## src/rtl/mpc_alu_issue_ctrl_pkg.sv

```systemverilog
// Shared definitions for the ALU issue controller: op codes, FSM states,
// op classes and default latencies.
package mpc_alu_issue_ctrl_pkg;
  localparam int ALU_OP_WIDTH = 4;

  localparam logic [ALU_OP_WIDTH-1:0] ALU_SYS_NOP = 4'h0;
  localparam logic [ALU_OP_WIDTH-1:0] ALU_INT_ADD = 4'h1;
  localparam logic [ALU_OP_WIDTH-1:0] ALU_INT_SUB = 4'h2;
  localparam logic [ALU_OP_WIDTH-1:0] ALU_INT_AND = 4'h3;
  localparam logic [ALU_OP_WIDTH-1:0] ALU_INT_SLT = 4'h4;
  localparam logic [ALU_OP_WIDTH-1:0] ALU_INT_MUL = 4'h5;
  localparam logic [ALU_OP_WIDTH-1:0] ALU_INT_DIV = 4'h6;
  localparam logic [ALU_OP_WIDTH-1:0] ALU_SFP_ADD = 4'h8;
  localparam logic [ALU_OP_WIDTH-1:0] ALU_SFP_MUL = 4'h9;
  localparam logic [ALU_OP_WIDTH-1:0] ALU_SFP_MAD = 4'hA;

  localparam int DEF_MUL_LAT = 4;
  localparam int DEF_DIV_LAT = 16;
  localparam int DEF_SFP_LAT = 6;

  typedef enum logic [1:0] {
    ST_IDLE = 2'd0,
    ST_BUSY = 2'd1,
    ST_DONE = 2'd2
  } state_e;

  typedef enum logic [2:0] {
    CLS_NOP,
    CLS_SINGLE,
    CLS_MUL,
    CLS_DIV,
    CLS_SFP
  } op_cls_e;
endpackage

```

## src/rtl/mpc_alu_issue_ctrl_lat.sv

```systemverilog
// Loadable latency down-counter with zero flag. Clear beats load beats
// decrement; the count saturates at zero instead of wrapping.
module mpc_alu_lat_counter #(
  parameter int W = 4
) (
  input  logic         clk,
  input  logic         resetn,
  input  logic         load,
  input  logic         clr,
  input  logic         dec,
  input  logic [W-1:0] load_val,
  output logic [W-1:0] cnt,
  output logic         zero
);
  logic [W-1:0] cnt_d, cnt_q;

  // next count: clear, load or saturating decrement
  always_comb begin
    cnt_d = cnt_q;
    if (clr)                           cnt_d = '0;
    else if (load)                     cnt_d = load_val;
    else if (dec && (cnt_q != '0))     cnt_d = cnt_q - W'(1);
  end

  // count register
  always_ff @(posedge clk or negedge resetn) begin
    if (!resetn) cnt_q <= '0;
    else         cnt_q <= cnt_d;
  end

  assign cnt  = cnt_q;
  assign zero = (cnt_q == '0);
endmodule

```

## src/rtl/mpc_alu_issue_ctrl.sv

```systemverilog
// ALU issue/sequencing controller. Accepts one decoded op, pulses oStart,
// tracks multi-cycle latency and pulses oDone when the result is valid.
// Optional feature macro: MPC_DIV_BYZERO_EN (fast completion of DIV with a
// zero divisor, flagged on oDivZero).
module mpc_alu_issue_ctrl
  import mpc_alu_issue_ctrl_pkg::*;
#(
  parameter int MUL_LAT = DEF_MUL_LAT,
  parameter int DIV_LAT = DEF_DIV_LAT,
  parameter int SFP_LAT = DEF_SFP_LAT
) (
  input  logic                    clk,
  input  logic                    resetn,
  input  logic                    iValid,
  output logic                    oReady,
  input  logic [ALU_OP_WIDTH-1:0] iALUOperation,
  input  logic                    iSign,
  input  logic                    iFlush,
  input  logic                    iDivisorZero,
  output logic                    oStart,
  output logic [ALU_OP_WIDTH-1:0] oALUOperation,
  output logic                    oSign,
  output logic                    oDone,
  output logic                    oStall,
  output logic                    oDivZero
);
  localparam int MAX_LAT = (MUL_LAT > DIV_LAT) ?
                           ((MUL_LAT > SFP_LAT) ? MUL_LAT : SFP_LAT) :
                           ((DIV_LAT > SFP_LAT) ? DIV_LAT : SFP_LAT);
  localparam int CNT_W = $clog2(MAX_LAT);

  // unknown codes behave exactly like NOP
  function automatic op_cls_e classify(input logic [ALU_OP_WIDTH-1:0] op);
    case (op)
      ALU_INT_ADD, ALU_INT_SUB, ALU_INT_AND, ALU_INT_SLT: return CLS_SINGLE;
      ALU_INT_MUL:                                        return CLS_MUL;
      ALU_INT_DIV:                                        return CLS_DIV;
      ALU_SFP_ADD, ALU_SFP_MUL, ALU_SFP_MAD:              return CLS_SFP;
      default:                                            return CLS_NOP;
    endcase
  endfunction

  state_e                  state_d, state_q;
  logic [ALU_OP_WIDTH-1:0] op_d, op_q;
  logic                    sign_d, sign_q;
  logic                    start_d, start_q;
  logic                    done_d, done_q;
  logic                    divz_d, divz_q;

  op_cls_e                 cls;
  logic                    accept, dz_fast, multi, single;
  logic                    cnt_load, cnt_clr, cnt_dec, cnt_zero;
  logic [CNT_W-1:0]        cnt_val, cnt_load_val;
  logic                    unused_dz;

  mpc_alu_lat_counter #(.W(CNT_W)) u_lat (
    .clk      (clk),
    .resetn   (resetn),
    .load     (cnt_load),
    .clr      (cnt_clr),
    .dec      (cnt_dec),
    .load_val (cnt_load_val),
    .cnt      (cnt_val),
    .zero     (cnt_zero)
  );

  assign oReady = (state_q == ST_IDLE) || (state_q == ST_DONE);
  assign oStall = iValid && !oReady;

  // classify the offered op, decide acceptance and latency class
  always_comb begin
    cls    = classify(iALUOperation);
    accept = iValid && oReady && !iFlush;
`ifdef MPC_DIV_BYZERO_EN
    dz_fast   = accept && (cls == CLS_DIV) && iDivisorZero;
    unused_dz = 1'b0;
`else
    dz_fast   = 1'b0;
    unused_dz = iDivisorZero;
`endif
    multi  = accept && !dz_fast &&
             ((cls == CLS_MUL) || (cls == CLS_DIV) || (cls == CLS_SFP));
    single = accept && ((cls == CLS_SINGLE) || dz_fast);
    case (cls)
      CLS_MUL: cnt_load_val = CNT_W'(MUL_LAT - 1);
      CLS_DIV: cnt_load_val = CNT_W'(DIV_LAT - 1);
      default: cnt_load_val = CNT_W'(SFP_LAT - 1);
    endcase
  end

  // FSM next state and next values of the registered outputs
  always_comb begin
    state_d  = state_q;
    op_d     = op_q;
    sign_d   = sign_q;
    start_d  = 1'b0;
    done_d   = 1'b0;
    divz_d   = 1'b0;
    cnt_load = 1'b0;
    cnt_clr  = 1'b0;
    cnt_dec  = 1'b0;
    if (iFlush) begin
      state_d = ST_IDLE;
      cnt_clr = 1'b1;
      op_d    = ALU_SYS_NOP;
    end else begin
      case (state_q)
        ST_BUSY: begin
          cnt_dec = 1'b1;
          // the count reaches zero on this edge: next cycle is DONE
          if (cnt_zero || (cnt_val == CNT_W'(1))) begin
            state_d = ST_DONE;
            done_d  = 1'b1;
          end
        end
        ST_DONE: state_d = ST_IDLE;
        default: ;
      endcase
      if (accept) begin
        op_d    = iALUOperation;
        sign_d  = iSign;
        start_d = (cls != CLS_NOP) && !dz_fast;
        done_d  = single;
        divz_d  = dz_fast;
        if (multi) begin
          state_d  = ST_BUSY;
          cnt_load = 1'b1;
        end
      end
    end
  end

  // state and output registers
  always_ff @(posedge clk or negedge resetn) begin
    if (!resetn) begin
      state_q <= ST_IDLE;
      op_q    <= ALU_SYS_NOP;
      sign_q  <= 1'b0;
      start_q <= 1'b0;
      done_q  <= 1'b0;
      divz_q  <= 1'b0;
    end else begin
      state_q <= state_d;
      op_q    <= op_d;
      sign_q  <= sign_d;
      start_q <= start_d;
      done_q  <= done_d;
      divz_q  <= divz_d;
    end
  end

  assign oStart        = start_q;
  assign oALUOperation = op_q;
  assign oSign         = sign_q;
  assign oDone         = done_q;
  assign oDivZero      = divz_q;
endmodule

```

## config.mk

```make
export PLATFORM = sky130hd
export DESIGN_NAME = mpc_alu_issue_ctrl
export DESIGN_NICKNAME = d
export VERILOG_FILES = /design/src/rtl/mpc_alu_issue_ctrl_pkg.sv /design/src/rtl/mpc_alu_issue_ctrl_lat.sv /design/src/rtl/mpc_alu_issue_ctrl.sv
export SDC_FILE = /design/constraint.sdc
export NUM_CORES = 1
export LEC_CHECK = 0
export CAP_MARGIN = 25
export CORE_MARGIN = 2
export CORE_UTILIZATION = 51
export CTS_CLUSTER_SIZE = 40
export DETAILED_ROUTE_END_ITERATION = 6
export PLACE_DENSITY = 0.84
export SLEW_MARGIN = 20
export SYNTH_ARGS = -nofsm -noshare
export SYNTH_HDL_FRONTEND = slang
export SYNTH_SLANG_ARGS = --single-unit
```

## constraint.sdc

```tcl
create_clock -name clk -period 3.05 [get_ports clk]
set_clock_uncertainty 0.15 [all_clocks]
set_input_delay 0.61 -clock clk [delete_from_list [all_inputs] [get_ports clk]]
set_output_delay 0.61 -clock clk [all_outputs]
set_load 0.05 [all_outputs]
```

==> results of run 1 <==
metal layers:
metal | global-route usage (%) | wire length (microns) | up-vias
met1 | 23.5 | 604 | 293
met2 | 30.6 | 765 | 26
met5 | 0 | 0 | -
li1 | - | - | 315
met3 | 2.50 | 92 | 3
met4 | 7.27 | 23 | 0
power by group through the flow:
stage,sequential (mW),combinational (mW),clock (mW)
after global placement,0.207,0.211,0
after floorplan,0.245,0.114,0
final,0.205,0.216,0.104
after CTS,0.205,0.217,0.106
after detailed placement,0.208,0.216,0
after global routing,0.207,0.237,0.117
area by class of cell:
type / instances / area share (%)
clock buffer: 4 / 2.64
inverter: 9 / 3.39
multi-input combinational: 58 / 42.5
sequential: 13 / 32.7
tap: 16 / 2.01
timing repair buffer: 17 / 16.8
cell families after synthesis:
family	share of synthesized area, %
mux	7.99
simple gates	16.9
flops	40.8
other cells	0.470
xor+xnor	1.10
compound gates	14.0
buf+inv	6.27
fa+ha+maj	12.5
layout by cell type (no fill, tap or decap), types with 2 or more instances in the layout:
cell type,instances
sky130_fd_sc_hd__clkbuf_4,3
sky130_fd_sc_hd__a21oi_1,6
sky130_fd_sc_hd__o21ai_0,2
sky130_fd_sc_hd__mux2i_1,3
sky130_fd_sc_hd__inv_1,9
sky130_fd_sc_hd__clkdlybuf4s50_1,16
sky130_fd_sc_hd__nor4b_1,2
sky130_fd_sc_hd__mux2_2,3
sky130_fd_sc_hd__o21ai_1,2
sky130_fd_sc_hd__ha_1,8
sky130_fd_sc_hd__dfrtp_1,13
sky130_fd_sc_hd__nor2_1,13
sky130_fd_sc_hd__nor3_1,2
Yosys cell counts (all sizes together):
master / n / area [sq um]
ha: 8 / 100
o21ai: 4 / 20.0
mux2i: 3 / 30.0
dfrtp: 13 / 325
conb: 1 / 3.75
nor3: 2 / 10.0
a21o: 1 / 7.51
and2: 1 / 6.26
a22oi: 1 / 7.51
nor3b: 2 / 20.0
mux2: 3 / 33.8
a221oi: 1 / 15.0
a31oi: 1 / 6.26
clkbuf: 1 / 3.75
o31a: 1 / 8.76
a31o: 1 / 8.76
inv: 9 / 33.8
nand2: 1 / 3.75
o211ai: 1 / 7.51
nor2: 13 / 48.8
a21oi: 6 / 30.0
nand3b: 1 / 7.51
nor4b: 2 / 17.5
or3b: 1 / 8.76
or2: 1 / 6.26
nand2b: 1 / 6.26
buf: 2 / 12.5
xnor2: 1 / 8.76
per-stage QoR:
stage	power (mW)	area (sq um)	utilization [%]	hold slack, ns	setup WS (ns)
2_1_floorplan	0.360	798	-	0.164	0.578
3_3_place_gp	0.418	970	65.1	0.338	0.602
3_5_place_dp	0.424	970	65.1	0.366	0.536
4_1_cts	0.528	996	66.9	0.382	0.360
5_1_grt	0.561	996	66.9	0.409	0.291
6_report	0.524	996	66.9	0.380	0.370
critical path: stages (launching register included):
cell	delay (ns)
sky130_fd_sc_hd__dfrtp_1	0.37
sky130_fd_sc_hd__inv_1	0.07
sky130_fd_sc_hd__ha_1	0.20
sky130_fd_sc_hd__or2_2	0.30
sky130_fd_sc_hd__clkdlybuf4s50_1	0.70
how the worst max path moves through the flow:
stage | slack [ns] | start | cells after the start | to
final | 0.37 | state_q[0]$_DFF_PN0_ | 4 | oReady
after global routing | 0.29 | state_q[0]$_DFF_PN0_ | 4 | oReady
after floorplan | 0.58 | state_q[0]$_DFF_PN0_ | 4 | oStall
after detailed placement | 0.54 | iALUOperation[0] | 7 | u_lat.cnt[3]$_DFFE_PN0P_
after CTS | 0.36 | state_q[0]$_DFF_PN0_ | 4 | oReady
after global placement | 0.60 | iALUOperation[0] | 7 | u_lat.cnt[3]$_DFFE_PN0P_
registers in the layout, indices dropped and copies added, names as in the netlist:
signal         cells
oALUOperation      4
oDone              1
oSign              1
state_q            2
oStart             1
u_lat.cnt          4
==> impl_metrics.prom, run 1 <==
# TYPE chip_impl_metric gauge
chip_impl_metric{name="cap_violations",unit=""} 0
chip_impl_metric{name="place_hpwl",unit="mm"} 1.16
chip_impl_metric{name="mappedNetlistNets",unit=""} 101
chip_impl_metric{name="reg2regPathDepth",unit=""} 6
chip_impl_info{name="run_status",value="finished, final reports clean"} 1
chip_impl_metric{name="post_cts.resized_instances",unit=""} 0
chip_impl_metric{name="clk_path_buf_depth",unit=""} 2
chip_impl_metric{name="flip_flop_and_latch_count_after_synthesis",unit=""} 13
chip_impl_info{name="critical_path.startpoint_type",value="flip-flop"} 1
chip_impl_metric{name="grt_use_total",unit="%"} 18.2
chip_impl_metric{name="grt_pass1_wl",unit="mm"} 2.56
chip_impl_metric{name="power.density",unit="nW/um^2"} 527
chip_impl_metric{name="initial_cell_density_of_the_core",unit="%"} 53.6
chip_impl_metric{name="synth_cell_type_count",unit=""} 31
chip_impl_metric{name="finalCritPeriodShare",unit="%"} 87.9
chip_impl_metric{name="final_nets",unit=""} 120
chip_impl_metric{name="finalWirelength",unit="mm"} 1.49
chip_impl_metric{name="cts.clk_slew.worst_paths",unit="ns"} 0.07
chip_impl_metric{name="fillcell_total",unit=""} 127
chip_impl_metric{name="p_leak",unit="nW"} 0.458
chip_impl_metric{name="max_slew_margin",unit="%"} 42.2
chip_impl_metric{name="htree_num_levels",unit=""} 1
chip_impl_metric{name="grt_antenna_before_repair",unit=""} 0
chip_impl_metric{name="worst_ep_arrival_time",unit="ns"} 1.92
chip_impl_metric{name="grt_overflow_total",unit=""} 0
chip_impl_metric{name="syn-instance-count",unit=""} 83
chip_impl_metric{name="comb_power_share",unit="%"} 41.1
chip_impl_info{name="whs_endpoint",value="oSign$_DFFE_PN0P_"} 1
chip_impl_metric{name="design.portCount",unit=""} 20
chip_impl_metric{name="rows",unit=""} 14
chip_impl_metric{name="clkSinkCount",unit=""} 13
chip_impl_metric{name="clk_latency",unit="ns"} 0.28
chip_impl_metric{name="chipHeight",unit="microns"} 43.6
chip_impl_metric{name="multi_input_area",unit="sq um"} 423
chip_impl_metric{name="final-hold-violation-count",unit=""} 0
chip_impl_metric{name="postCtsSetupRepairBufs",unit=""} 0
chip_impl_metric{name="netlist_area",unit="sq um"} 798
chip_impl_metric{name="chipWidth",unit="microns"} 43.6
chip_impl_metric{name="core",unit="sq um"} 1490
chip_impl_info{name="timing.hold.worst.class",value="reg2reg"} 1
chip_impl_info{name="cts_tree",value="done"} 1
chip_impl_info{name="worst_setup_path_end_kind",value="primary output"} 1
chip_impl_metric{name="hold_depth",unit=""} 1
chip_impl_info{name="cts.root.buffer_cell",value="sky130_fd_sc_hd__clkbuf_4"} 1
chip_impl_metric{name="via_count",unit=""} 637
chip_impl_metric{name="holdBufCountCts",unit=""} 0
chip_impl_metric{name="layout_cells_excl_fill",unit=""} 117
chip_impl_metric{name="yosysWarningCount",unit=""} 0
chip_impl_metric{name="post_drt_wl_per_cell",unit="microns"} 12.7
chip_impl_metric{name="finalSetupViolCount",unit=""} 0
chip_impl_metric{name="power_switching_share",unit="%"} 38.2
chip_impl_metric{name="grt_pass1_vias",unit=""} 632
chip_impl_metric{name="worst-slew-pin-transition",unit="ns"} 0.861
chip_impl_metric{name="post-route-drc-count",unit=""} 0
chip_impl_metric{name="detail-route-antenna-nets",unit=""} 0
chip_impl_metric{name="tritoncts.num_buffers",unit=""} 3
chip_impl_metric{name="ir_worst_vdd",unit="V"} 0.000381
chip_impl_info{name="r2r_end",value="u_lat.cnt[3]$_DFFE_PN0P_"} 1
chip_impl_metric{name="power.share.clock",unit="%"} 19.9
chip_impl_metric{name="achievable-frequency",unit="GHz"} 0.373
chip_impl_metric{name="critical_path_peak_fanout",unit=""} 3
chip_impl_metric{name="num_antenna_cells",unit=""} 0
chip_impl_metric{name="place.detailed.instances",unit=""} 113
chip_impl_metric{name="seqCellArea",unit="sq um"} 325
chip_impl_metric{name="drt_pre_antenna_iters",unit=""} 4
chip_impl_metric{name="fin_setup_tns",unit="ns"} 0
chip_impl_info{name="hold_path_startpoint",value="oSign$_DFFE_PN0P_"} 1
chip_impl_info{name="setup_repair_after_global_routing_missed_its_margin",value="false"} 1
chip_impl_info{name="criticalPathCategory",value="reg2out"} 1
chip_impl_metric{name="net_switching_power_figure",unit="mW"} 0.200
chip_impl_metric{name="cp.required",unit="ns"} 2.29
chip_impl_metric{name="dr.first_iter.drc_count",unit=""} 9
chip_impl_metric{name="ff2ff_setup_slack",unit="ns"} 1.00
chip_impl_metric{name="maxSlewViolCount",unit=""} 0
chip_impl_metric{name="cell_internal_pwr",unit="mW"} 0.324
chip_impl_metric{name="port_buffers",unit=""} 17
chip_impl_metric{name="avgViaCountPerCell",unit=""} 5.44
chip_impl_metric{name="floorplan_die_area",unit="sq um"} 1900
chip_impl_info{name="r2r-start",value="state_q[0]$_DFF_PN0_"} 1
chip_impl_metric{name="avgSynthCellArea",unit="sq um"} 9.62
chip_impl_metric{name="synth_seq_area_share",unit="%"} 40.8
chip_impl_metric{name="synthToLayoutAreaGrowth",unit="%"} 24.8
chip_impl_metric{name="place.gp.congestion",unit=""} 0.801
chip_impl_metric{name="power.share.sequential",unit="%"} 39.0
chip_impl_metric{name="final_period_minus_worst_setup_slack",unit="ns"} 2.68
chip_impl_metric{name="grt_start_max_net_pins",unit=""} 14
chip_impl_metric{name="drive_above_1_share",unit="%"} 9.90
Power figures use the tool's default switching activity.
==> inputs of run 2 (changes only) <==
--- a/config.mk
+++ b/config.mk
@@ -5,7 +5,7 @@
 export SDC_FILE = /design/constraint.sdc
 export NUM_CORES = 1
 export LEC_CHECK = 0
-export CAP_MARGIN = 25
+export CAP_MARGIN = 20
 export CORE_MARGIN = 2
 export CORE_UTILIZATION = 51
 export CTS_CLUSTER_SIZE = 40
==> results of run 2 <==
Final layout, timing and power as in run 1 (identical DEF).
==> inputs of run 3 (changes only) <==
--- a/config.mk
+++ b/config.mk
@@ -7,11 +7,13 @@
 export LEC_CHECK = 0
 export CAP_MARGIN = 20
 export CORE_MARGIN = 2
-export CORE_UTILIZATION = 51
+export CORE_UTILIZATION = 60
 export CTS_CLUSTER_SIZE = 40
 export DETAILED_ROUTE_END_ITERATION = 6
-export PLACE_DENSITY = 0.84
+export DONT_BUFFER_PORTS = 1
+export PLACE_DENSITY = 0.78
 export SLEW_MARGIN = 20
 export SYNTH_ARGS = -nofsm -noshare
 export SYNTH_HDL_FRONTEND = slang
+export SYNTH_HIERARCHICAL = 1
 export SYNTH_SLANG_ARGS = --single-unit
==> run 3 against run 2 <==
Critical endpoint is now oStall. Largest cell class unchanged. Clock power about the same. Non-clock buffer count down 14. Final area down 7.2%.
==> impl_metrics.prom, run 3 <==
# TYPE chip_impl_metric gauge
chip_impl_metric{name="netlist_area",unit="sq um"} 871
chip_impl_info{name="r2r-start",value="state_q[0]$_DFF_PN0_"} 1
chip_impl_info{name="worst_setup_path_end_kind",value="primary output"} 1
chip_impl_metric{name="tritoncts.num_buffers",unit=""} 3
chip_impl_info{name="cts_tree",value="done"} 1
chip_impl_metric{name="p_total",unit="mW"} 0.497
chip_impl_metric{name="avgSynthCellArea",unit="sq um"} 9.47
chip_impl_metric{name="finalWirelength",unit="mm"} 1.56
chip_impl_metric{name="core",unit="sq um"} 1330
chip_impl_metric{name="place.detailed.instances",unit=""} 106
chip_impl_metric{name="power.density",unit="nW/um^2"} 538
chip_impl_metric{name="yosysWarningCount",unit=""} 6
chip_impl_metric{name="area_share_of_the_leading_cell_type_in_the_synthesized_netlist",unit="%"} 37.4
chip_impl_metric{name="final-hold-violation-count",unit=""} 0
chip_impl_metric{name="initial_cell_density_of_the_core",unit="%"} 65.3
chip_impl_metric{name="cts.clk_slew.worst_paths",unit="ns"} 0.08
chip_impl_info{name="r2r_end",value="u_lat/cnt[1]$_DFFE_PN0P_"} 1
chip_impl_metric{name="async_reset_ff_share",unit="%"} 100
chip_impl_metric{name="synthXorXnorAreaFrac",unit="%"} 0
chip_impl_metric{name="place_hpwl",unit="mm"} 1.14
chip_impl_metric{name="grt_pass1_wl",unit="mm"} 2.70
chip_impl_metric{name="final_nets",unit=""} 115
chip_impl_metric{name="seqCellArea",unit="sq um"} 325
chip_impl_metric{name="mappedNetlistNets",unit=""} 110
chip_impl_metric{name="port_buffers",unit=""} 0
chip_impl_metric{name="ff2ff_setup_slack",unit="ns"} 0.58
chip_impl_info{name="critical_path.startpoint_type",value="flip-flop"} 1
chip_impl_metric{name="place.gp.congestion",unit=""} 0.790
chip_impl_metric{name="drt_pre_antenna_iters",unit=""} 4
chip_impl_info{name="criticalPathCategory",value="reg2out"} 1
chip_impl_metric{name="detailroute.wirelength.met2",unit="microns"} 772
chip_impl_metric{name="critical_path_peak_fanout",unit=""} 3
chip_impl_metric{name="grt_pass1_vias",unit=""} 669
chip_impl_metric{name="maxSlewViolCount",unit=""} 0
chip_impl_info{name="synth_top_flop_cell",value="sky130_fd_sc_hd__dfrtp_1"} 1
chip_impl_metric{name="grt_start_max_net_pins",unit=""} 18
chip_impl_metric{name="chipWidth",unit="microns"} 42.1
chip_impl_metric{name="drive_above_1_share",unit="%"} 16.7
chip_impl_info{name="synth_top_family_by_area",value="simple AND/OR/NAND/NOR gates"} 1
chip_impl_metric{name="avgViaCountPerCell",unit=""} 5.81
chip_impl_metric{name="multi_input_area",unit="sq um"} 484
chip_impl_metric{name="fin_setup_tns",unit="ns"} 0
chip_impl_metric{name="layout_cells_excl_fill",unit=""} 111
chip_impl_metric{name="synth_seq_area_share",unit="%"} 37.4
chip_impl_metric{name="synthToLayoutAreaGrowth",unit="%"} 6.18
chip_impl_metric{name="hold-worst-slack",unit="ns"} 0.231
chip_impl_metric{name="cap_violations",unit=""} 0
chip_impl_metric{name="grt_antenna_before_repair",unit=""} 0
chip_impl_info{name="hold_path_startpoint",value="iFlush"} 1
chip_impl_info{name="top_library_cells_by_usage_in_the_layout_fill_and_taps_aside",value="sky130_fd_sc_hd__nor2_1, sky130_fd_sc_hd__dfrtp_1, sky130_fd_sc_hd__inv_1"} 1
chip_impl_metric{name="synth_compound_area_share",unit="%"} 15.2
chip_impl_info{name="whs_endpoint",value="state_q[1]$_DFF_PN0_"} 1
chip_impl_metric{name="adder_cell_share_of_the_synthesized_area",unit="%"} 11.5
chip_impl_info{name="dr_top_layer",value="met4"} 1
chip_impl_metric{name="htree_num_levels",unit=""} 1
chip_impl_metric{name="detail-route-antenna-nets",unit=""} 0
chip_impl_metric{name="dr.first_iter.drc_count",unit=""} 12
chip_impl_metric{name="p_leak",unit="nW"} 0.422
chip_impl_metric{name="num_antenna_cells",unit=""} 0
chip_impl_metric{name="detail_route.wirelength.met1",unit="microns"} 676
chip_impl_info{name="synthTopCellsByArea",value="sky130_fd_sc_hd__dfrtp_1, sky130_fd_sc_hd__ha_1, sky130_fd_sc_hd__mux2i_1"} 1
chip_impl_metric{name="clk_path_buf_depth",unit=""} 2
chip_impl_metric{name="worst_ep_arrival_time",unit="ns"} 1.73
chip_impl_metric{name="hold_depth",unit=""} 1
chip_impl_metric{name="ir_worst_vdd",unit="V"} 0.000376
chip_impl_metric{name="final_period_minus_worst_setup_slack",unit="ns"} 2.49
chip_impl_metric{name="design.portCount",unit=""} 20
chip_impl_metric{name="yosys-mux-area-fraction",unit="%"} 7.04
chip_impl_metric{name="clk_latency",unit="ns"} 0.28
chip_impl_metric{name="cp.required",unit="ns"} 2.29
chip_impl_metric{name="via_count",unit=""} 645
chip_impl_metric{name="met3WireLength",unit="microns"} 78
chip_impl_metric{name="syn-instance-count",unit=""} 92
chip_impl_metric{name="floorplan_die_area",unit="sq um"} 1770
chip_impl_metric{name="grt_use_total",unit="%"} 20.2
chip_impl_metric{name="finalCritPeriodShare",unit="%"} 81.6
chip_impl_metric{name="fillcell_total",unit=""} 105
chip_impl_info{name="netlist_top_cells_count",value="sky130_fd_sc_hd__dfrtp_1, sky130_fd_sc_hd__nor2_1, sky130_fd_sc_hd__inv_1"} 1
chip_impl_metric{name="chipHeight",unit="microns"} 42.1
chip_impl_metric{name="grt_overflow_total",unit=""} 0
chip_impl_info{name="synth_largest_area_cell",value="sky130_fd_sc_hd__dfrtp_1"} 1
chip_impl_info{name="cts.root.buffer_cell",value="sky130_fd_sc_hd__clkbuf_4"} 1
chip_impl_metric{name="clkSinkCount",unit=""} 13
chip_impl_metric{name="synth_simple_gate_area_share",unit="%"} 21.0
chip_impl_info{name="run_status",value="finished, final reports clean"} 1
chip_impl_metric{name="post_drt_wl_per_cell",unit="microns"} 14.0
chip_impl_metric{name="finalSetupViolCount",unit=""} 0
chip_impl_metric{name="synth_edf_count",unit=""} 0
chip_impl_metric{name="post-route-drc-count",unit=""} 0
chip_impl_metric{name="worst-slew-pin-transition",unit="ns"} 0.603
chip_impl_metric{name="achievable-frequency",unit="GHz"} 0.402
chip_impl_metric{name="synth_cell_type_count",unit=""} 33
chip_impl_info{name="setup_repair_after_global_routing_missed_its_margin",value="false"} 1
chip_impl_metric{name="max_slew_margin",unit="%"} 59.7
chip_impl_metric{name="flip_flop_and_latch_count_after_synthesis",unit=""} 13
chip_impl_info{name="timing.hold.worst.class",value="in2reg"} 1
chip_impl_metric{name="rows",unit=""} 13
chip_impl_metric{name="reg2regPathDepth",unit=""} 9
==> run 3: logic make-up after synthesis <==
| family | Yosys count |
|---|---|
| adders and majority gates | 8 |
| buffers and inverters | 15 |
| other | 2 |
| muxes | 6 |
| and+or+nand+nor | 34 |
| AOI/OAI and AO/OA | 14 |
| DFF | 13 |
==> run 3: layout make-up <==
class | instances | share of cell area [%]
Sequential cell | 13 | 35.2
Multi-Input combinational cell | 64 | 52.4
Clock buffer | 4 | 2.84
Timing Repair Buffer | 3 | 2.71
Inverter | 12 | 4.87
Tap cell | 15 | 2.03
==> run 3: critical path: stages (launching register included) <==
cell	delay, ns
sky130_fd_sc_hd__dfrtp_1	0.39
sky130_fd_sc_hd__inv_1	0.09
sky130_fd_sc_hd__ha_1	0.19
sky130_fd_sc_hd__or2_2	0.44
sky130_fd_sc_hd__nor2_1	0.13
sky130_fd_sc_hd__buf_4	0.20
==> run 3: timing repair <==
action | 4_1_cts | 5_1_grt
resized for setup | 0 | 0
buffers inserted | 0 | 0
hold endpoints to repair | 13 | 0
hold buffers | 1 | 0
==> run 3: how the worst max path moves through the flow <==
stage	slack, ns	depth (start not counted)	end	startpoint
floorplan	0.57	4	oStall	state_q[0]$_DFF_PN0_
global placement	0.54	9	u_lat/cnt[1]$_DFFE_PN0P_	iALUOperation[0]
detailed placement	0.52	9	u_lat/cnt[1]$_DFFE_PN0P_	iALUOperation[0]
CTS	0.55	5	oStall	state_q[0]$_DFF_PN0_
global route	0.47	9	u_lat/cnt[1]$_DFFE_PN0P_	state_q[0]$_DFF_PN0_
finish	0.56	5	oStall	state_q[0]$_DFF_PN0_
==> run 3: where the power goes <==
group / internal [mW] / leakage [nW] / switching, mW
Clock: 0.0507 / 0.0150 / 0.0558
Combinational: 0.0520 / 0.232 / 0.0914
Sequential: 0.191 / 0.175 / 0.0565
==> run 3: metal layers <==
layer | vias to the layer above | track usage [%]
li1 | 320 | -
met3 | 4 | 6.47
met2 | 16 | 34.4
met5 | - | 0
met1 | 305 | 23.0
met4 | 0 | 9.38
==> run 3: per-stage QoR <==
| step | setup slack, ns | cell area [sq um] | utilization [%] |
|---|---|---|---|
| 6_report | 0.562 | 925 | 69.3 |
| 5_1_grt | 0.474 | 925 | 69.3 |
| 4_1_cts | 0.554 | 925 | 69.3 |
| 3_5_place_dp | 0.515 | 888 | 66.6 |
| 3_3_place_gp | 0.544 | 888 | 66.6 |
| 2_1_floorplan | 0.567 | 871 | - |
